==> src/rtl/acb_exp_ctrl.sv <==
// Exponentiation sequencer for the GF(2^163) acb: R = X^E by left-to-right
// square-and-multiply. Each square or multiply is one acb start/done handshake.
module acb_exp_ctrl #(
    parameter int EW      = 16,
    parameter int TIMEOUT = 1024
) (
    input  logic          clk,
    input  logic          rst,
    input  logic          start,
    input  logic [162:0]  x_in,
    input  logic [EW-1:0] e_in,
    output logic          busy,
    output logic          done,
    output logic          err,
    output logic [162:0]  result,
    output logic          acb_en,
    output logic          acb_cfg,
    output logic [162:0]  acb_a,
    output logic [162:0]  acb_b,
    input  logic [162:0]  acb_c,
    input  logic          acb_done
);

    localparam int CW = $clog2(EW + 1);
    localparam int WW = $clog2(TIMEOUT + 1);
    localparam logic [162:0] ONE = 163'd1;

    typedef enum logic [2:0] {
        IDLE,
        SCAN,
        NEXT,
        SQ_ISSUE,
        SQ_WAIT,
        MUL_ISSUE,
        MUL_WAIT,
        DONE
    } state_t;

    state_t          state;
    logic [162:0]    x_r;
    logic [162:0]    r;
    logic [EW-1:0]   e_sh;
    logic [CW-1:0]   cnt;
    logic [WW-1:0]   wcnt;

    // acb result is only trusted after the first wait cycle, so a done level
    // left over from the previous operation cannot be mistaken for this one.
    function automatic logic acb_ready(input logic [WW-1:0] w, input logic d);
        return (w != '0) && d;
    endfunction

    function automatic logic wait_expired(input logic [WW-1:0] w);
        return w == WW'(TIMEOUT - 1);
    endfunction

    // The product path is the only acb function used here.
    assign acb_cfg = 1'b1;

    always_ff @(posedge clk or negedge rst) begin
        if (!rst) begin
            state  <= IDLE;
            busy   <= 1'b0;
            done   <= 1'b0;
            err    <= 1'b0;
            result <= '0;
            acb_en <= 1'b0;
            acb_a  <= '0;
            acb_b  <= '0;
            x_r    <= '0;
            r      <= '0;
            e_sh   <= '0;
            cnt    <= '0;
            wcnt   <= '0;
        end else begin
            acb_en <= 1'b0;
            done   <= 1'b0;
            case (state)
                IDLE: begin
                    if (start) begin
                        x_r   <= x_in;
                        e_sh  <= e_in;
                        cnt   <= CW'(EW);
                        err   <= 1'b0;
                        busy  <= 1'b1;
                        state <= SCAN;
                    end
                end

                SCAN: begin
                    if (e_sh[EW-1]) begin
                        r     <= x_r;
                        e_sh  <= {e_sh[EW-2:0], 1'b0};
                        cnt   <= cnt - 1'b1;
                        state <= NEXT;
                    end else if (cnt == CW'(1)) begin
                        // E = 0: result is the field constant 1
                        r      <= ONE;
                        result <= ONE;
                        done   <= 1'b1;
                        busy   <= 1'b0;
                        state  <= DONE;
                    end else begin
                        e_sh <= {e_sh[EW-2:0], 1'b0};
                        cnt  <= cnt - 1'b1;
                    end
                end

                NEXT: begin
                    if (cnt == '0) begin
                        result <= r;
                        done   <= 1'b1;
                        busy   <= 1'b0;
                        state  <= DONE;
                    end else begin
                        acb_a  <= r;
                        acb_b  <= r;
                        acb_en <= 1'b1;
                        state  <= SQ_ISSUE;
                    end
                end

                SQ_ISSUE: begin
                    wcnt  <= '0;
                    state <= SQ_WAIT;
                end

                SQ_WAIT: begin
                    if (acb_ready(wcnt, acb_done)) begin
                        r <= acb_c;
                        if (e_sh[EW-1]) begin
                            acb_a  <= acb_c;
                            acb_b  <= x_r;
                            acb_en <= 1'b1;
                            state  <= MUL_ISSUE;
                        end else begin
                            e_sh  <= {e_sh[EW-2:0], 1'b0};
                            cnt   <= cnt - 1'b1;
                            state <= NEXT;
                        end
                    end else if (wait_expired(wcnt)) begin
                        err    <= 1'b1;
                        result <= r;
                        done   <= 1'b1;
                        busy   <= 1'b0;
                        state  <= DONE;
                    end else begin
                        wcnt <= wcnt + 1'b1;
                    end
                end

                MUL_ISSUE: begin
                    wcnt  <= '0;
                    state <= MUL_WAIT;
                end

                MUL_WAIT: begin
                    if (acb_ready(wcnt, acb_done)) begin
                        r     <= acb_c;
                        e_sh  <= {e_sh[EW-2:0], 1'b0};
                        cnt   <= cnt - 1'b1;
                        state <= NEXT;
                    end else if (wait_expired(wcnt)) begin
                        err    <= 1'b1;
                        result <= r;
                        done   <= 1'b1;
                        busy   <= 1'b0;
                        state  <= DONE;
                    end else begin
                        wcnt <= wcnt + 1'b1;
                    end
                end

                DONE: begin
                    state <= IDLE;
                end

                default: begin
                    state <= IDLE;
                end
            endcase
        end
    end

endmodule

==> config.mk <==
export PLATFORM = sky130hd
export DESIGN_NAME = acb_exp_ctrl
export DESIGN_NICKNAME = d
export VERILOG_FILES = /design/src/rtl/acb_exp_ctrl.sv
export SDC_FILE = /design/constraint.sdc
export NUM_CORES = 2
export LEC_CHECK = 0
export ABC_AREA = 1
export CORE_AREA = 4 4 322 324
export DETAILED_ROUTE_END_ITERATION = 10
export DIE_AREA = 0 0 326 328
export GPL_TIMING_DRIVEN = 1
export HOLD_SLACK_MARGIN = 0.05
export PLACE_DENSITY = 0.67
export SYNTH_ARGS = -nofsm -noshare
export SYNTH_HDL_FRONTEND = slang
export SYNTH_SLANG_ARGS = --single-unit
==> constraint.sdc <==
create_clock -name clk -period 1.81 [get_ports clk]
set_clock_uncertainty 0.05 [all_clocks]
set_input_delay 0.362 -clock clk [delete_from_list [all_inputs] [get_ports clk]]
set_output_delay 0.362 -clock clk [all_outputs]
set_load 0.005 [all_outputs]
Word-level counts from Yosys, hierarchy flattened. Index checks and enable logic that the tools add are counted.

Equal/unequal tests: 24. Muxes and demuxes: 63. $add $sub $neg: 2. Reductions and logical operators: 23.

Operators with widths (count): $mux W163 (12); $pmux W163 S2 (3); $pmux W163 S3 (1); $mux W16 (6); $pmux W16 S4 (1); $mux W5 (6); $mux W3 (8); $pmux W3 S8 (1); $mux W11 (2); $ne A2 B2 Y1 const B (11); $pmux W11 S2 (1); $pmux W5 S4 (1); $mux W1 (17); $eq A3 B3 Y1 const B (4); $reduce_and A4 Y1 (3); $reduce_and A6 Y1 (2); $add A11 B1 Y11 const B (1); $eq A11 B10 Y1 const B (1); $reduce_bool A11 Y1 (1); $reduce_bool A2 Y1 (4); $reduce_bool A4 Y1 (2); $reduce_and A7 Y1 (1); $eq A3 B2 Y1 const B (2); $ne A3 B3 Y1 const B (2); other kinds (14) (19).

Word-level logic and storage cells: 126. Input port bits: 346. Bits in registers: 854.

Depth between registers and ports, before layout.
Word-level depth: 4. Mapped depth: 15. Depth with buffers taken out: 13.

Worst setup path before layout. OpenSTA, ideal clock, no wires.

Path type: reg-to-reg. Start point: register wcnt[0]. End point: register result[118]. Required time: 1.643 ns. Arrival: 1.810 ns. Setup time: 0.117 ns. Slack: -0.167 ns. Stages on the path, launching flop included: 13. Cell sequence: dfrtp_1 > ha_1 > nand3_1 > nor2_2 > nand3_1 > nand2_1 > inv_2 > nor2_8 > nand2_1 > buf_2 > buf_2 > nand2_1 > nand2_1.

Longest elaborated chain between the ends: 4.

RTL lines: from (decl) (line 44) `logic [WW-1:0] wcnt;`; from (signal assigned) (line 147) `wcnt <= wcnt + 1'b1;`; from (signal assigned) (line 169) `wcnt <= wcnt + 1'b1;`; $reduce_bool A11 Y1 (line 49) `return (w != '0) && d;`; $logic_and A1 B1 Y1 (line 49); $ne A2 B2 Y1 (no source line); $reduce_and A6 Y1 (no source line) *; to (signal assigned) (line 110) `result <= r;`; to (signal assigned) (line 142) `result <= r;`; to (signal assigned) (line 164) `result <= r;`; to (decl) (line 15) `output logic [162:0] result,`.

Mark *: on every way between the ends. The rest lies on a longest branch, timed or not. A chain may end at the register's enable or synchronous reset.

Worst setup path in the final report.
Start point: register state[0]. End point: register acb_b[17].

Longest elaborated chain between the ends: 3.

RTL lines: from (decl) (line 39) `state_t state;`; from (signal assigned) (line 61) `state <= IDLE;`; from (signal assigned) (line 85) `state <= SCAN;`; from (signal assigned) (line 94) `state <= NEXT;`; $eq A3 B3 Y1 / $eq A3 B2 Y1 (equally long branches) (line 77) `case (state)`; $ne A2 B2 Y1 (no source line) / $reduce_bool A2 Y1 (equally long branches); $reduce_and A4 Y1 (no source line); to (signal assigned) (line 116) `acb_b <= r;`; to (signal assigned) (line 132) `acb_b <= x_r;`; to (decl) (line 19) `output logic [162:0] acb_b,`.

Parallel ways exist; a longest one is shown, timed or not.

==> summary.md <==
| Metric | Value |
|---|---|
| PD cells | `1920 nW/um^2` |
| Type of origin of the critical path | `flip-flop` |
| # setup viols final | `892` |
| Clock-pin slew on the worst setup and hold paths | `60 ps` |
| Worst path slowest cell | `o21ai_0` |
| Gate count of the mapped netlist | `4,989` |
| Share of power burned in registers | `0.281` |
| Maxcap violations | `0` |
| Leakage | `29.8 nW` |
| CP max stage delay | `540 ps` |
| Slew Limit Fails | `0` |
| I/O pins | `840` |
| Top cell type's share of synthesized area | `0.541` |
| Arr. time, crit path | `2670 ps` |
| Overflow after GRT | `0` |
| Mapped cell area | `39,500 sq um` |
| Crit end category | `flip-flop` |
| GRT Total Usage | `0.286` |
| Failing checks | `negative setup slack` |
| CTS tree | `built` |
| Chip height | `328 um` |
| Peak supply drop | `0.00104 V` |
| Cts bufs inserted | `94` |
| WHS | `139 ps` |
| Vias in the first global route | `38,255` |
| Post-synth net total | `5,340` |
| Die footprint | `107,000 sq um` |
| Fmax | `475 MHz` |
| Post-synth cell types | `29` |
| CTS max path bufs | `3` |
| First-pass GRT wire length | `237,000 um` |
| Net switching power | `0.0483 W` |
| Crit path kind | `flip-flop to flip-flop` |
| Multi-input gate area | `17,000 sq um` |
| DRC violations left | `0` |
| Seq/Total Area, Yosys | `0.541` |
| Outcome | `finished, violations left` |
| Pre-Repair DR Iteration Count | `9` |
| Worst rel slew slack | `0.562` |
| Latest clock arrival within the worst-skew pair | `680 ps` |
| Cell internal pwr | `0.0668 W` |
| Design area | `59,800 sq um` |
| RSZ-0062 raised after global routing | `true` |
| DRT iter0 DRCs | `4,225` |
| Worst setup margin | `-295 ps` |
| Bufs and invs on worst path | `4` |
| Final Util | `0.591` |
| Vias | `40,528` |
| Worst Max-Slew Pin Slew | `651 ps` |
| Top Family by Delay on Critical Path | `simple AND/OR/NAND/NOR gates` |
| Drt via density | `5.40` |
| Die width | `326 um` |
| Largest net degree at the start of global routing | `87` |
| Register area | `21,400 sq um` |
| Synthesized flop and latch total | `854` |
| CTS sink cnt | `854` |
| Clock share of power | `0.180` |
| Routed WL | `175,000 um` |
| Worst-path fanout max | `9` |
| Core Region | `101,000 sq um` |
| Final period utilization | `1.16` |
| # rows | `117` |
| Starting Density | `0.391` |
| Cell taking the most area after synthesis | `dfrtp_1` |
| Area Growth Syn to Fin | `51.4%` |
| Sw frac | `0.420` |
| Combinational fraction of design power | `0.538` |
| H-tree levels | `3` |
| Synth warnings | `0` |
| Worst hold-check path type | `input pin to asynchronous set/reset pin` |
| Layout cells sized above 1 | `0.164` |
| Synth top area cells | `dfrtp_1, nand2_1, o21ai_0` |
| Fillers | `8,632` |
| Hold Violations, Final | `0` |
| Post-DRT Antenna Nets | `0` |
| Nets@finish | `6,393` |
| RD Place Congestion | `0.919` |
| Port Buffer Count | `838` |
| Syn_area_per_cell | `7.92 sq um` |
| Post-route minimum period | `2110 ps` |
| Critical path required time | `2370 ps` |
| Routed len/inst | `23.3 um` |
| Placed instance area | `51,800 sq um` |
| CTS Root Cell | `clkbuf_16` |
| Worst-path cell chain | `nor2_4, inv_8, nor2_4, buf_6, buf_12, inv_8, o21ai_0, nand2_1, nand2_1` |
| Dpl hpwl | `110,000 um` |
| Antenna violations before repair | `20` |
per-layer routing:
layer	routed length, um	track usage	up-vias
li1	-	-	18190
met1	68100	0.371	19776
met2	82400	0.465	2151
met3	16200	0.0695	403
met4	7890	0.111	8
met5	53	0	-
kinds of logic (layout without fill, tap and decap cells):
family / Yosys count / in the layout / share of synthesized area
compound gates: 839 / 839 / 0.106
xor+xnor: 6 / 6 / 0.00133
fa+ha+maj: 5 / 5 / 0.00158
buf+inv: 589 / 1715 / 0.0647
flops: 854 / 854 / 0.541
other cells: 1 / 15 / 0.0000949
simple gates: 2695 / 2699 / 0.285
power by group through the flow:
| stage | Clock (W) | Combinational, W | Sequential, W |
|---|---|---|---|
| 5_1_grt | 0.0218 | 0.0666 | 0.0330 |
| 3_5_place_dp | 0 | 0.0492 | 0.0322 |
| 3_3_place_gp | 0 | 0.0486 | 0.0321 |
| 2_1_floorplan | 0 | 0.0242 | 0.0311 |
| 4_1_cts | 0.0210 | 0.0516 | 0.0319 |
| 6_report | 0.0207 | 0.0620 | 0.0324 |
sequential cells by signal, summed over array words and instances, names as in the netlist:
register,cells
result,163
wcnt,11
done,1
acb_b,163
cnt,5
err,1
x_r,163
state,3
acb_en,1
r,163
e_sh,16
busy,1
acb_a,163
timing repair:
item	4_1_cts	5_1_grt
pin swaps	9	26
gates cloned	24	73
hold buffers	1	0
endpoints found under the hold margin	311	0
setup buffers	47	38
gates resized for setup	623	488
setup endpoints to repair	1202	1048
cell usage after synthesis:
library cell  instances
nand2_1            2101
dfrtp_1             854
o21ai_0             686
nand3_1             346
inv_1               209
clkbuf_1            198
nand3b_1            163
o21ai_1             145
buf_2               102
nor2_1               48
buf_4                38
buf_1                25
nand4_1              25
buf_6                10
inv_2                 7
a21oi_1               6
ha_1                  5
xor2_1                4
nor2_2                3
nor3_1                3
or2_2                 2
xnor2_1               2
conb_1                1
nand2_2               1
nor2_4                1
nor2_8                1
nor3b_1               1
o2111ai_1             1
o21bai_1              1
worst paths after layout:
check	start	to	slack (ps)	cells past startpoint
setup / recovery	state[0]	acb_b[17]	-300	9
min in group clk	e_in[0]	e_sh[0]	200	3
hold / removal	rst	wcnt[0]	140	2
hold reg to reg	result[42]	result[42]	420	2
setup reg to reg	state[0]	acb_b[17]	-300	9
max in group asynchronous	rst	x_r[132]	640	4
layout make-up:
| class | count | share of cell area |
|---|---|---|
| flip-flops and latches | 854 | 0.357 |
| inverters | 216 | 0.0144 |
| repair inverters | 3 | 0.000565 |
| well taps | 1368 | 0.0286 |
| multi-input cells | 3550 | 0.284 |
| clock inverters | 37 | 0.00828 |
| diodes | 14 | 0.000586 |
| repair buffers | 1323 | 0.259 |
| clock buffers | 136 | 0.0470 |
through the flow:
step	std cells	setup slack, ps	setup TNS [ps]	power, W
final	7501	-295	-148280	0.115
after global routing	7500	-375	-239050	0.121
after CTS	7379	-236	-140800	0.105
after detailed placement	7134	-254	-119770	0.0815
after global placement	7134	-277	-112420	0.0807
after floorplan	4989	-52.5	-4760	0.0553
worst register-to-register path: cells and delay by family (launching register included):
kind | cells | cell delay, ps
buffers and inverters | 4 | 460
AOI/OAI and AO/OA | 1 | 550
and+or+nand+nor | 4 | 540
DFF | 1 | 460
placed cells by master (no fill, tap or decap), types with 14 or more instances in the layout:
master and n:
nand3_1 341, inv_1 201, buf_6 28, o21ai_0 644, o21ai_2 46, clkbuf_8 24
buf_2 17, nand2_2 145, nand2_4 80, buf_4 215, clkdlybuf4s15_1 150, clkbuf_1 15
nor2_1 38, nand2_1 1873, buf_12 116, nand3b_1 163, clkdlybuf4s15_2 19, clkbuf_16 155
clkdlybuf4s50_1 535, nand4_1 25, dfrtp_1 850, buf_8 22, diode_2 14, buf_16 43
dlygate4sd2_1 116, o21ai_1 141, clkinv_2 19
(Power assumes the default switching activity.)
